### config.mk
export PLATFORM = sky130hd
export DESIGN_NAME = letreiro_scan_controller
export DESIGN_NICKNAME = d
export VERILOG_FILES = /design/src/rtl/letreiro_pkg.sv /design/src/rtl/sincronizador_2ff.sv /design/src/rtl/letreiro_scan_controller.sv
export SDC_FILE = /design/constraint.sdc
export NUM_CORES = 1
export LEC_CHECK = 0
export BUFFER_PORTS_ARGS = -buffer_cell sky130_fd_sc_hd__buf_2
export CAP_MARGIN = 20
export CORE_AREA = 2 2 60 84
export CTS_BUF_LIST = sky130_fd_sc_hd__clkbuf_2
export CTS_CLUSTER_SIZE = 8
export DETAILED_ROUTE_END_ITERATION = 7
export DIE_AREA = 0 0 62 86
export PLACE_DENSITY = 0.75
export SLEW_MARGIN = 20
export SYNTH_ARGS = -nofsm -noshare
export SYNTH_HDL_FRONTEND = slang
export SYNTH_HIERARCHICAL = 1
export SYNTH_SLANG_ARGS = --single-unit
### constraint.sdc
create_clock -name CLK -period 2.1 [get_ports CLK]
set_input_delay 0.105 -clock CLK [delete_from_list [all_inputs] [get_ports CLK]]
set_output_delay 0.105 -clock CLK [all_outputs]
set_load 0.02 [all_outputs]
### src/rtl/letreiro_pkg.sv
// Shared types and defaults for the LED-matrix sign scan controller.
// Contents:
//   mode_t       - decoded {ch1,ch0} switch modes
//   scan_state_t - row scan FSM states
//   LETREIRO_*   - default matrix geometry
//   cnt_width()  - counter width for a terminal count, never below 1 bit
package letreiro_pkg;

  typedef enum logic [1:0] {
    MODE_PAUSE = 2'b00,
    MODE_LEFT  = 2'b01,
    MODE_RIGHT = 2'b10,
    MODE_LOAD  = 2'b11
  } mode_t;

  typedef enum logic {
    ST_BLANK = 1'b0,
    ST_DRIVE = 1'b1
  } scan_state_t;

  localparam int LETREIRO_ROWS = 5;
  localparam int LETREIRO_COLS = 7;

  function automatic int cnt_width(input int terminal);
    return (terminal > 1) ? $clog2(terminal) : 1;
  endfunction

endpackage

### src/rtl/sincronizador_2ff.sv
// Two-flop synchroniser for one asynchronous level input.
// Ports:
//   CLK     - destination clock
//   RST     - asynchronous active-high reset, clears both flops
//   i_async - asynchronous input level
//   o_sync  - synchronised level, two CLK edges of latency
module sincronizador_2ff
  import letreiro_pkg::*;
(
  input  logic CLK,
  input  logic RST,
  input  logic i_async,
  output logic o_sync
);

  logic r_meta;
  logic r_sync;

  // NOTE: sequential state always uses non-blocking assignments so every
  // flop samples the pre-edge value of its source, whatever the statement order.
  always_ff @(posedge CLK or posedge RST) begin
    if (RST) begin
      r_meta <= 1'b0;
      r_sync <= 1'b0;
    end else begin
      r_meta <= i_async;
      r_sync <= r_meta;
    end
  end

  assign o_sync = r_sync;

endmodule

### src/rtl/letreiro_scan_controller.sv
// Scan controller for the 5x7 LED-matrix sign.
// Scans the rows one at a time with an all-off gap before each row, latches
// the ch0/ch1 mode at frame boundaries and issues frame-aligned shift/load
// pulses to the row pattern shift registers.
// Ports:
//   CLK, RST          - clock, asynchronous active-high reset
//   ch0, ch1          - asynchronous mode switches ({ch1,ch0}: pause/left/right/load)
//   frame_data        - pattern, row r = [r*COLS +: COLS], 1 = lit
//   L                 - row drive, one-hot or zero
//   C                 - column drive, polarity set by COL_ACTIVE_LOW
//   shift_en/shift_dir- one-cycle advance pulse and its direction (1 = right)
//   load              - one-cycle reload pulse
//   frame_start       - one-cycle pulse on entry to row 0
module letreiro_scan_controller
  import letreiro_pkg::*;
#(
  parameter int ROWS            = LETREIRO_ROWS,
  parameter int COLS            = LETREIRO_COLS,
  parameter int ROW_CYCLES      = 1000,
  parameter int BLANK_CYCLES    = 16,
  parameter int FRAMES_PER_STEP = 10,
  parameter int COL_ACTIVE_LOW  = 1
) (
  input  logic                 CLK,
  input  logic                 RST,
  input  logic                 ch0,
  input  logic                 ch1,
  input  logic [ROWS*COLS-1:0] frame_data,
  output logic [ROWS-1:0]      L,
  output logic [COLS-1:0]      C,
  output logic                 shift_en,
  output logic                 shift_dir,
  output logic                 load,
  output logic                 frame_start
);

  localparam int CYC_W = cnt_width((ROW_CYCLES > BLANK_CYCLES) ? ROW_CYCLES : BLANK_CYCLES);
  localparam int ROW_W = cnt_width(ROWS);
  localparam int FRM_W = cnt_width(FRAMES_PER_STEP);

  localparam logic [CYC_W-1:0] ROW_LAST   = CYC_W'(ROW_CYCLES - 1);
  localparam logic [CYC_W-1:0] BLANK_LAST = CYC_W'((BLANK_CYCLES > 0) ? BLANK_CYCLES - 1 : 0);
  localparam logic [ROW_W-1:0] ROW_MAX    = ROW_W'(ROWS - 1);
  localparam logic [FRM_W-1:0] FRM_MAX    = FRM_W'(FRAMES_PER_STEP - 1);
  // All-off column word; XOR with it turns a lit-pattern into pin levels.
  localparam logic [COLS-1:0]  C_OFF      = (COL_ACTIVE_LOW != 0) ? {COLS{1'b1}} : {COLS{1'b0}};

  logic w_ch0_sync;
  logic w_ch1_sync;

  sincronizador_2ff u_sync_ch0 (.CLK(CLK), .RST(RST), .i_async(ch0), .o_sync(w_ch0_sync));
  sincronizador_2ff u_sync_ch1 (.CLK(CLK), .RST(RST), .i_async(ch1), .o_sync(w_ch1_sync));

  scan_state_t      r_state,  w_state_nxt;
  logic [ROW_W-1:0] r_row,    w_row_nxt;
  logic [CYC_W-1:0] r_cycle,  w_cycle_nxt;
  logic [FRM_W-1:0] r_frame,  w_frame_nxt;
  mode_t            r_mode,   w_mode_nxt;
  // Low only until the first edge after reset, which counts as entering row 0.
  logic             r_run;
  logic [ROWS-1:0]  r_l,      w_l_nxt;
  logic [COLS-1:0]  r_c,      w_c_nxt;
  logic             r_shift_en, w_shift_en_nxt;
  logic             r_shift_dir, w_shift_dir_nxt;
  logic             r_load,   w_load_nxt;
  logic             r_fs,     w_fs_nxt;

  logic             w_enter;      // entering the (optional) blank phase of a row
  logic [ROW_W-1:0] w_enter_row;
  logic             w_drive_go;   // entering DRIVE of w_row_nxt
  logic             w_wrap;

  always_comb begin
    // NOTE: every signal written here gets a default first so no path leaves
    // it unassigned; that is what keeps this block free of inferred latches.
    w_state_nxt     = r_state;
    w_row_nxt       = r_row;
    w_cycle_nxt     = r_cycle;
    w_frame_nxt     = r_frame;
    w_mode_nxt      = r_mode;
    w_l_nxt         = r_l;
    w_c_nxt         = r_c;
    w_shift_en_nxt  = 1'b0;
    w_shift_dir_nxt = r_shift_dir;
    w_load_nxt      = 1'b0;
    w_fs_nxt        = 1'b0;
    w_enter         = 1'b0;
    w_enter_row     = r_row;
    w_drive_go      = 1'b0;
    w_wrap          = 1'b0;

    if (!r_run) begin
      w_enter     = 1'b1;
      w_enter_row = '0;
    end else begin
      case (r_state)
        ST_BLANK: begin
          if (r_cycle == BLANK_LAST) w_drive_go  = 1'b1;
          else                       w_cycle_nxt = r_cycle + 1'b1;
        end
        ST_DRIVE: begin
          if (r_cycle == ROW_LAST) begin
            w_enter     = 1'b1;
            w_enter_row = (r_row == ROW_MAX) ? '0 : r_row + 1'b1;
            if (r_row == ROW_MAX) begin
              // Frame boundary: the only place mode and frame count change.
              w_mode_nxt  = mode_t'({w_ch1_sync, w_ch0_sync});
              w_wrap      = (r_frame == FRM_MAX);
              w_frame_nxt = w_wrap ? '0 : r_frame + 1'b1;
              if (w_wrap && (w_mode_nxt == MODE_LEFT || w_mode_nxt == MODE_RIGHT)) begin
                w_shift_en_nxt  = 1'b1;
                w_shift_dir_nxt = (w_mode_nxt == MODE_RIGHT);
              end
              w_load_nxt = (w_mode_nxt == MODE_LOAD) && (r_mode != MODE_LOAD);
            end
          end else begin
            w_cycle_nxt = r_cycle + 1'b1;
          end
        end
        default: w_state_nxt = ST_BLANK;
      endcase
    end

    if (w_enter) begin
      w_row_nxt   = w_enter_row;
      w_cycle_nxt = '0;
      w_fs_nxt    = (w_enter_row == '0);
      if (BLANK_CYCLES == 0) begin
        w_drive_go = 1'b1;
      end else begin
        w_state_nxt = ST_BLANK;
        w_l_nxt     = '0;
        w_c_nxt     = C_OFF;
      end
    end

    if (w_drive_go) begin
      w_state_nxt = ST_DRIVE;
      w_cycle_nxt = '0;
      w_l_nxt     = (w_mode_nxt == MODE_LOAD) ? '0 : ROWS'(1) << w_row_nxt;
      w_c_nxt     = frame_data[int'(w_row_nxt)*COLS +: COLS] ^ C_OFF;
    end
  end

  always_ff @(posedge CLK or posedge RST) begin
    if (RST) begin
      r_state     <= ST_BLANK;
      r_row       <= '0;
      r_cycle     <= '0;
      r_frame     <= '0;
      r_mode      <= MODE_PAUSE;
      r_run       <= 1'b0;
      r_l         <= '0;
      r_c         <= C_OFF;
      r_shift_en  <= 1'b0;
      r_shift_dir <= 1'b0;
      r_load      <= 1'b0;
      r_fs        <= 1'b0;
    end else begin
      r_state     <= w_state_nxt;
      r_row       <= w_row_nxt;
      r_cycle     <= w_cycle_nxt;
      r_frame     <= w_frame_nxt;
      r_mode      <= w_mode_nxt;
      r_run       <= 1'b1;
      r_l         <= w_l_nxt;
      r_c         <= w_c_nxt;
      r_shift_en  <= w_shift_en_nxt;
      r_shift_dir <= w_shift_dir_nxt;
      r_load      <= w_load_nxt;
      r_fs        <= w_fs_nxt;
    end
  end

  assign L           = r_l;
  assign C           = r_c;
  assign shift_en    = r_shift_en;
  assign shift_dir   = r_shift_dir;
  assign load        = r_load;
  assign frame_start = r_fs;

endmodule

## Word level (Yosys, flattened, before mapping)

Index checks and enable logic that the tools add are counted.

- Register bits: 41
- Bits in latches: 0
- Bits in writable memories: 0
- Memory bits (read-only): 0
- Output and inout port bits: 16
- Word-level logic and storage cells: 83
- Memories kept: 0

- Add/sub/neg operators: 3
- $mul: 1
- Div/mod/pow operators: 0
- $lt $le $gt $ge: 0
- Eq/ne operators: 11
- Shift operators: 2
- Muxes and demuxes: 39
- Bitwise gates (word level): 2
- Reductions and logical operators: 9

Operators with widths:

| operator | count |
|---|---|
| 2-to-1 mux 10 bit | 5 |
| indexed part select 35 x 7 -> 7 bit | 1 |
| case mux 10 bit (2 select lines) | 1 |
| 2-to-1 mux 1 bit | 18 |
| 2-to-1 mux 3 bit | 5 |
| 2-to-1 mux 5 bit | 3 |
| 2-to-1 mux 7 bit | 2 |
| adder 10 x 1 -> 10 bit, second input constant | 1 |
| == test 10 bit, second input constant | 1 |
| == test 10 x 4 -> 1 bit, second input constant | 1 |
| 2-to-1 mux 2 bit | 4 |
| != test 4 bit, second input constant | 2 |
| NOT 7 bit | 1 |
| == test 2 bit, second input constant | 3 |
| multiplier 3 x 3 -> 6 bit, second input constant | 1 |
| AND reduction 5 bit | 1 |
| left shift 1 x 3 -> 5 bit, first input constant | 1 |
| adder 4 x 1 -> 4 bit, second input constant | 1 |
| == test 4 bit, second input constant | 1 |
| 2-to-1 mux 4 bit | 1 |
| AND reduction 4 bit | 1 |
| adder 3 x 1 -> 3 bit, second input constant | 1 |
| == test 3 bit, second input constant | 1 |
| zero test 3 bit | 1 |
| 8 further kinds | 9 |

## Longest topological paths before layout

Gate-level depths: netlist of run 1.

- Word-level depth: 10
- Depth in mapped cells: 9
- Mapped depth without buffers: 8

## By module

Netlist of run 1, hierarchy kept.

By module, submodules not included:

| module | instances | cells each | area an instance (µm²) |
|---|---|---|---|
| letreiro_scan_controller | 1 | 209 | 2069.5 |
| sincronizador_2ff | 2 | 3 | 53.8 |

## Least setup slack after synthesis of run 1

Ideal clock, no wire load.

- Kind: register -> register
- Start: register r_cycle[0]
- End: register r_l[4] (netlist: L[4])
- Arrival: 2182 ps
- Slack: -203 ps
- Stages on the path, launching flop included: 9
- Path buffers: 2
- Clock period less this slack: 2303 ps
- Path through: dfrtp_1 > ha_1 > nand4b_4 > or4_4 > buf_6 > mux2i_4 > and4bb_1 > buf_6 > a22o_2

- Cells in the longest elaborated chain, start to end: 8
- Elaborated cells between the ends (all ways): 20

RTL lines:

| item | RTL line | text |
|---|---|---|
| start, declared | letreiro_scan_controller.sv:56 | `logic [CYC_W-1:0] r_cycle, w_cycle_nxt;` |
| start signal, assigned | letreiro_scan_controller.sv:162 | `r_cycle <= w_cycle_nxt;` |
| == test 10 bit (*) | letreiro_scan_controller.sv:102 | `if (r_cycle == ROW_LAST) begin` |
| 2-to-1 mux 3 bit / 2-to-1 mux 1 bit (equally long branches) | letreiro_scan_controller.sv:102 |  |
| 2-to-1 mux 3 bit / 2-to-1 mux 1 bit (equally long branches) | letreiro_scan_controller.sv:96 | `case (r_state)` |
| 2-to-1 mux 3 bit / 2-to-1 mux 1 bit (equally long branches) | letreiro_scan_controller.sv:92 | `if (!r_run) begin` |
| 2-to-1 mux 3 bit (*) | letreiro_scan_controller.sv:124 | `if (w_enter) begin` |
| net w_row_nxt[1] | letreiro_scan_controller.sv:55 | `logic [ROW_W-1:0] r_row, w_row_nxt;` |
| left shift 1 x 3 -> 5 bit (*) | letreiro_scan_controller.sv:140 | `w_l_nxt = (w_mode_nxt == MODE_LOAD) ? '0 : ROWS'(1) << w_row_nxt;` |
| 2-to-1 mux 5 bit (*) | letreiro_scan_controller.sv:140 |  |
| 2-to-1 mux 5 bit (*) | letreiro_scan_controller.sv:137 | `if (w_drive_go) begin` |
| end signal, assigned | letreiro_scan_controller.sv:166 | `r_l <= w_l_nxt;` |
| end, declared | letreiro_scan_controller.sv:61 | `logic [ROWS-1:0] r_l, w_l_nxt;` |

Mark *: on every way through the listed nets, which the timed path passes. The rest lies on a longest branch.
A chain may end at the register's enable or synchronous reset.

## Worst setup path in the final report of run 1

- Start: register r_cycle[1]
- End: register r_c[3] (netlist: C[3])

- Cells in the longest elaborated chain, start to end: 9
- Elaborated cells between the ends (all ways): 17

RTL lines:

| item | RTL line | text |
|---|---|---|
| == test 10 bit (*) | letreiro_scan_controller.sv:102 |  |
| 2-to-1 mux 3 bit / 2-to-1 mux 1 bit (equally long branches) | letreiro_scan_controller.sv:102 |  |
| 2-to-1 mux 3 bit / 2-to-1 mux 1 bit (equally long branches) | letreiro_scan_controller.sv:96 |  |
| 2-to-1 mux 3 bit / 2-to-1 mux 1 bit (equally long branches) | letreiro_scan_controller.sv:92 |  |
| 2-to-1 mux 3 bit (*) | letreiro_scan_controller.sv:124 |  |
| net w_row_nxt[1] | letreiro_scan_controller.sv:55 |  |
| multiplier 3 x 3 -> 6 bit (*) | letreiro_scan_controller.sv:141 | `w_c_nxt = frame_data[int'(w_row_nxt)*COLS +: COLS] ^ C_OFF;` |
| indexed part select 35 x 7 -> 7 bit (*) | letreiro_scan_controller.sv:141 |  |
| NOT 7 bit (no source line) (*) | - |  |
| 2-to-1 mux 7 bit (*) | letreiro_scan_controller.sv:137 |  |
| end signal, assigned | letreiro_scan_controller.sv:167 | `r_c <= w_c_nxt;` |
| end, declared | letreiro_scan_controller.sv:62 | `logic [COLS-1:0] r_c, w_c_nxt;` |

Marked as above.

==> results of run 1 <==
-- Yosys cell counts (all sizes together) --
cell type  count
dfrtp         34
nand2         21
nor2          18
o21ai         12
a21oi         11
inv           11
and2          10
a211oi         8
nand3          8
dfstp          7
o21a           7
o221ai         7
ha             5
nand2b         5
nor4           5
and3           4
clkbuf         4
mux2           4
or3            4
xnor2          4
xor2           4
a31oi          3
buf            2
mux2i          2
nor2b          2
nor3           2
a22o           1
and4bb         1
clkinv         1
conb           1
nand4          1
nand4b         1
nor4b          1
o31ai          1
o32ai          1
or2            1
or4            1
-- state kept, by name, indices dropped and copies added, names as in the netlist --
register,count
u_sync_ch0/r_meta,1
r_cycle,10
r_state,1
shift_en,1
u_sync_ch1/r_meta,1
shift_dir,1
L,5
r_row,3
C,7
frame_start,1
r_mode,2
load,1
r_frame,4
u_sync_ch1/o_sync,1
u_sync_ch0/o_sync,1
r_run,1
-- power breakdown --
part | internal, mW | total [mW] | leakage (nW) | switching (mW)
Combinational | 0.0886 | 0.157 | 0.961 | 0.0684
Clock | 0.0842 | 0.382 | 0.0294 | 0.297
Sequential | 0.802 | 0.812 | 0.532 | 0.00954
Total | 0.975 | 1.35 | 1.52 | 0.375
-- timing repair --
item,in CTS,in global routing
resized for setup,10,18
buffers inserted,4,2
pin swaps,1,2
endpoints found under the setup margin,13,21
gates cloned,0,0
endpoints found under the hold margin,43,4
hold buffers,22,5
-- metrics by stage --
step	hold WS [ps]	cell area [um^2]	TNS, ps	worst slack, ps	power [mW]
after floorplan	-154	2190	-648	-115	0.867
after global placement	-27.4	2760	-1430	-198	0.927
after detailed placement	-20.1	2760	-1960	-230	0.929
after CTS	1.53	3110	-1440	-183	1.33
after global routing	15.7	3260	-2380	-293	1.40
final	23.2	3260	-1470	-229	1.35
-- cell families after synthesis --
group                    Yosys count  share of synthesized area, %
AO/OA/AOI/OAI                     51                          16.6
multiplexers                       6                          3.56
flip-flops                        41                          47.5
other                              1                         0.172
adder cells (fa/ha/maj)            5                          2.87
AND/OR/NAND/NOR                   85                          22.3
XOR/XNOR                           8                          3.22
buffers and inverters             18                          3.79
-- tightest hold or removal path: stages --
cell and delay [ps]:
sky130_fd_sc_hd__buf_2 80, sky130_fd_sc_hd__o221ai_1 100, sky130_fd_sc_hd__o21a_1 170
-- routing by layer --
layer,up-vias,GRT usage [%],share of wire [%]
li1,1006,-,-
met1,993,27.9,36
met2,84,42.4,55
met3,26,4.98,4.5
met4,0,11.6,4.4
met5,-,0,0
-- worst max-delay path by stage --
| stage | start | to | slack [ps] | cells after the start |
|---|---|---|---|---|
| after floorplan | r_cycle[0] | L[4] | -110 | 8 |
| after global placement | r_cycle[1] | C[5] | -200 | 6 |
| after detailed placement | r_cycle[1] | C[6] | -230 | 6 |
| after CTS | r_cycle[1] | C[6] | -180 | 9 |
| after global routing | r_cycle[1] | C[3] | -290 | 7 |
| final | r_cycle[1] | C[3] | -230 | 9 |
-- layout make-up --
type,count,area share [%]
Clock inverter,3,0.652
Sequential cell,41,31.7
Tap cell,62,2.38
Timing Repair Buffer,120,26.4
Inverter,12,1.42
Clock buffer,5,0.767
Multi-Input combinational cell,156,36.7
==> run metrics, run 1 <==
highest-count cells in the layout ignoring fill and taps sky130_fd_sc_hd__buf_2, sky130_fd_sc_hd__dfrtp_1, sky130_fd_sc_hd__buf_4; outcome finished, violations left; nets@finish 380; net count of the mapped netlist between 200 and 300; overall track demand over capacity in global routing between 20 and 25%; Finished Layout Cells about 400; area of the die around 0.0053 mm^2; register-to-register setup slack -230 ps; data arrival time of the critical path 2700 ps; FMAX around 430 MHz; Final period util 111%; most used cell along the critical path sky130_fd_sc_hd__buf_4; class of the tightest hold or removal check in -> reg; area of the mapped netlist ~0.0022 mm^2; total instance count after detailed placement 358; highest cell delay on the worst timing path between 500 and 600 ps; Boundary Pins 55; required time at the worst-slack endpoint around 2500 ps; clock transition at the registers of the reported paths approximately 220 ps; buffers plus inverters on the worst setup path 3; clock tree sinks between 40 and 50; maximum count of clock buffers along a single path 2; post-synthesis instance total around 220; global-route wire length before repair about 9900 um; post-synthesis area per instance 10.1 um^2; final setup violation count 11; ant diodes 0; count of cells along the worst hold path 3; total half-perimeter wirelength after legalization and detailed placement about 4000 um; number of design-rule violations left by the first detailed-router iteration between 70 and 80; Worst Hold Path EP C[1]; largest cells by area after synthesis sky130_fd_sc_hd__dfrtp_1, sky130_fd_sc_hd__dfstp_2, sky130_fd_sc_hd__nand2_1; global route overflow 0; final worst setup slack -229 ps; Hold Crit Start frame_data[15]; post-synthesis sequential element count slightly above 40; count of buffers inserted at the top-level ports 54; Clk Latency, worst-skew pair between 400 and 500 ps; vias post-DR 2109; r2r startpoint r_cycle[1]; antenna violations before repair 0; Fin Clk Skew ~20 ps; largest net degree at the start of global routing 38; Fill cells 330; vias per cell about 5.3; part of the Yosys area used for sequential elements 47.5%; worst reg2reg path depth 9; hold violation count in the final report 0; H-tree depth reported by CTS 2; kind of end point of the critical path flip-flop; clock root buffer sky130_fd_sc_hd__clkbuf_2; worst setup path class reg -> reg; number of distinct library cells after synthesis 45; share of the synthesized area in the top cell type between 30% and 40%; post-DR wirelength/cell approximately 16 um; core area ~0.0045 mm^2; 1st-pass router iterations 4; wire length after detailed routing about 6300 um; Period minus WS final roughly 2300 ps; # Max-Cap Violations 0; area of the multi-input gates roughly 0.0012 mm^2; maximum fanout count along the critical path 5; number of clock buffers inserted by TritonCTS 5; remaining routing DRC violations 0; placer congestion estimate between 0.8 and 0.9; power per standard cell area between 400 and 500 mW/mm^2; top cell family by delay on the critical path simple AND/OR/NAND/NOR gates; leading cell type in the layout, fill and taps excluded sky130_fd_sc_hd__buf_2; cell type with the largest total area after synthesis sky130_fd_sc_hd__dfrtp_1; IR Drop Worst-Case VDD roughly 0.36 mV; crit-path cells ha_4 -> nand4b_4 -> or4_4 -> buf_12 -> mux2i_4 -> buf_4 -> buf_4 -> a211oi_1 -> o21a_1; row count 29; initial core utilization 48.0%; Final Slew Violations 0; static leakage power about 1.5 nW; highest-delay cell along the critical path sky130_fd_sc_hd__or4_4; Seq. cell area ~0.0010 mm^2; crit start category flip-flop; CTS tree yes; count of antenna-violating nets left after detailed routing 0; via count of the first global-routing pass 2217; setup repair after global routing missed its margin true; violated checks negative setup slack; Critical R2R Capture C[3]; fraction of final layout cells with drive strength greater than 1 44.5%; die width around 62 um; yosys synthesis warning count 6; final standard cell utilization of the core a little over 70%; Die Ht 86 um; Synth-to-Final Area Change 49.8%
No activity file was read; power rests on OpenSTA's default activity.
==> inputs of run 2 (changes only) <==
--- a/config.mk
+++ b/config.mk
@@ -12,7 +12,7 @@
 export CTS_CLUSTER_SIZE = 8
 export DETAILED_ROUTE_END_ITERATION = 7
 export DIE_AREA = 0 0 62 86
-export PLACE_DENSITY = 0.75
+export PLACE_DENSITY = 0.83
 export SLEW_MARGIN = 20
 export SYNTH_ARGS = -nofsm -noshare
 export SYNTH_HDL_FRONTEND = slang
==> run 2 against run 1 <==
  * The flow still finishes with violations (negative setup slack)
  * Utilization is 1.3 points lower
  * Via count rose by 3.3%
  * Clock power up 29%
  * Power grew 8.3%
  * Non-clock buffer count decreased by 4
  * Clock-buffer cell count rose by 1
  * Largest cell class unchanged
  * Sequential power about the same
  * Cell count fell by 1.0%
  * Highest routed layer unchanged
  * Cell area decreased by 1.8%
  * Clock skew is 7.8 ps higher
  * Worst setup slack worse by 85 ps
  * Register-to-register slack worse by 90 ps
==> run metrics, run 2 (synthesis gave the netlist of run 1 again) <==
worst slew margin relative to its limit around three fifths; buffers plus inverters on the worst setup path 0; ant diodes 0; overall track demand over capacity in global routing between 20% and 30%; worst setup path class reg -> reg; wire length after detailed routing approximately 7000 um; Finished Layout Cells slightly below 400; count of buffers inserted at the top-level ports 54; Synth-to-Final Area Change 47.2%; worst setup slack after placement -233 ps; hold violation count in the final report 0; Final Slew Violations 0; global-route wire length before repair between 9000 and 10000 um; kind of end point of the critical path flip-flop; 1st-pass router iterations 4; Critical R2R Capture C[2]; number of design-rule violations left by the first detailed-router iteration approximately 140; Die Ht 86 um; global route overflow 0; top cell family by delay on the critical path simple AND/OR/NAND/NOR gates; Critical Path End C[2]; power per standard cell area approximately 460 mW/mm^2; Clk Latency, worst-skew pair between 400 and 500 ps; initial core utilization approximately 48%; static leakage power 1.50 nW; count of antenna-violating nets left after detailed routing 0; vias per cell about 5.5; Fill cells ~310; Boundary Pins 55; data arrival time of the critical path between 2000 and 3000 ps; Fin Clk Skew 27.7 ps; largest net degree at the start of global routing 38; total instance count after detailed placement ~360; CTS tree yes; clock transition at the registers of the reported paths roughly 230 ps; placer congestion estimate between 0.9 and 1; fraction of final layout cells with drive strength greater than 1 about 43%; number of flip-flops under the largest register name 10; via count of the first global-routing pass between 2000 and 2500; IR Drop Worst-Case VDD approximately 0.63 mV; # Max-Cap Violations 0; maximum count of clock buffers along a single path 2; worst reg2reg path depth 7; area of the die roughly 0.0053 mm^2; class of the tightest hold or removal check in -> reg; setup repair after global routing missed its margin true; critical path depth 7; final standard cell utilization of the core 70.6%; Biggest register r_cycle; row count 29; final worst setup slack -314 ps; clock root buffer sky130_fd_sc_hd__clkbuf_2; crit start category flip-flop; remaining routing DRC violations 0; antenna violations before repair 0; FMAX between 400 and 500 MHz; clock tree sinks 41; die width approximately 62 um; violated checks negative setup slack; final setup violation count 11; maximum fanout count along the critical path 9; outcome finished, violations left; total power after layout 1.46 mW; crit-path cells ha_4 -> nand4b_4 -> or4_4 -> mux2_4 -> and2_1 -> a211oi_1 -> o21a_1; Seq. cell area 0.00103 mm^2; total half-perimeter wirelength after legalization and detailed placement around 4200 um; CP Launch Point r_cycle[0]; area of the multi-input gates approximately 0.0012 mm^2; nets@finish approximately 380; Period minus WS final 2410 ps; leading cell type in the layout, fill and taps excluded sky130_fd_sc_hd__buf_2; slew at the pin with the worst max-slew slack ~570 ps; highest-delay cell along the critical path sky130_fd_sc_hd__or4_4; vias post-DR ~2200; r2r startpoint r_cycle[0]; H-tree depth reported by CTS 2; highest cell delay on the worst timing path 560 ps; required time at the worst-slack endpoint 2500 ps; number of clock buffers inserted by TritonCTS 5; TNS Setup -2040 ps; highest-count cells in the layout ignoring fill and taps sky130_fd_sc_hd__buf_2, sky130_fd_sc_hd__dfrtp_1, sky130_fd_sc_hd__buf_4; core area around 0.0045 mm^2; Final period util 115%; post-DR wirelength/cell 17.6 um; register-to-register setup slack -310 ps
==> run 2: cell count changes in the layout (fill, tap and decap cells not counted), sizes merged <==
cell / before / now
inv: 12 / 11
dlygate4sd3: 27 / 26
bufinv: 0 / 1
buf: 93 / 90
clkinvlp: 1 / 0
clkbuf: 5 / 6
==> run 2: power breakdown <==
| group | total (mW) | internal (mW) | switching [mW] |
|---|---|---|---|
| registers | 0.811 | 0.802 | 0.00911 |
| clock network | 0.493 | 0.208 | 0.285 |
| logic | 0.159 | 0.0876 | 0.0709 |
==> run 2: stage by stage <==
step,hold WS (ps),instance area (um^2)
5_1_grt,2.77,3200
4_1_cts,5.41,3060
6_report,11.2,3200
3_5_place_dp,-20.7,2760
2_1_floorplan,-154,2190
3_3_place_gp,-27.3,2760
==> run 2: worst min-delay path by stage <==
stage                   startpoint                 to  slack [ps]  cells after the start
floorplan                      RST  u_sync_ch0/o_sync        -150                      1
global placement               RST  u_sync_ch1/o_sync         -30                      2
detailed placement             RST  u_sync_ch0/o_sync         -20                      2
CTS                 frame_data[14]               C[0]           5                      3
global route        frame_data[26]               C[5]           3                      3
finish              frame_data[25]               C[4]          10                      3
==> run 2: final cells by class <==
type                       count  share of cell area, %
inverter                      12                   1.44
multi-input combinational    156                   36.1
tap                           62                   2.42
sequential                    41                   32.3
timing repair buffer         116                   25.6
clock inverter                 2                   1.21
clock buffer                   6                  0.937
==> run 2: what timing repair did <==
action	CTS	global route
cloned	0	0
hold endpoints to repair	43	6
gates resized for setup	7	12
setup endpoints to repair	12	13
hold buffers	20	6
pin swaps	0	2
buffers inserted	1	3
==> run 2: routing by layer <==
layer	global-route usage, %	wire length, um	vias up
met5	0	0	-
met4	10.8	255	0
met3	4.83	345	27
met2	41.8	3820	102
met1	28.1	2550	1055
li1	-	-	995
==> run 2: worst min-delay path: cells and delay by family <==
kind,cells,cell delay [ps]
buf+inv,1,80
compound gates,2,300
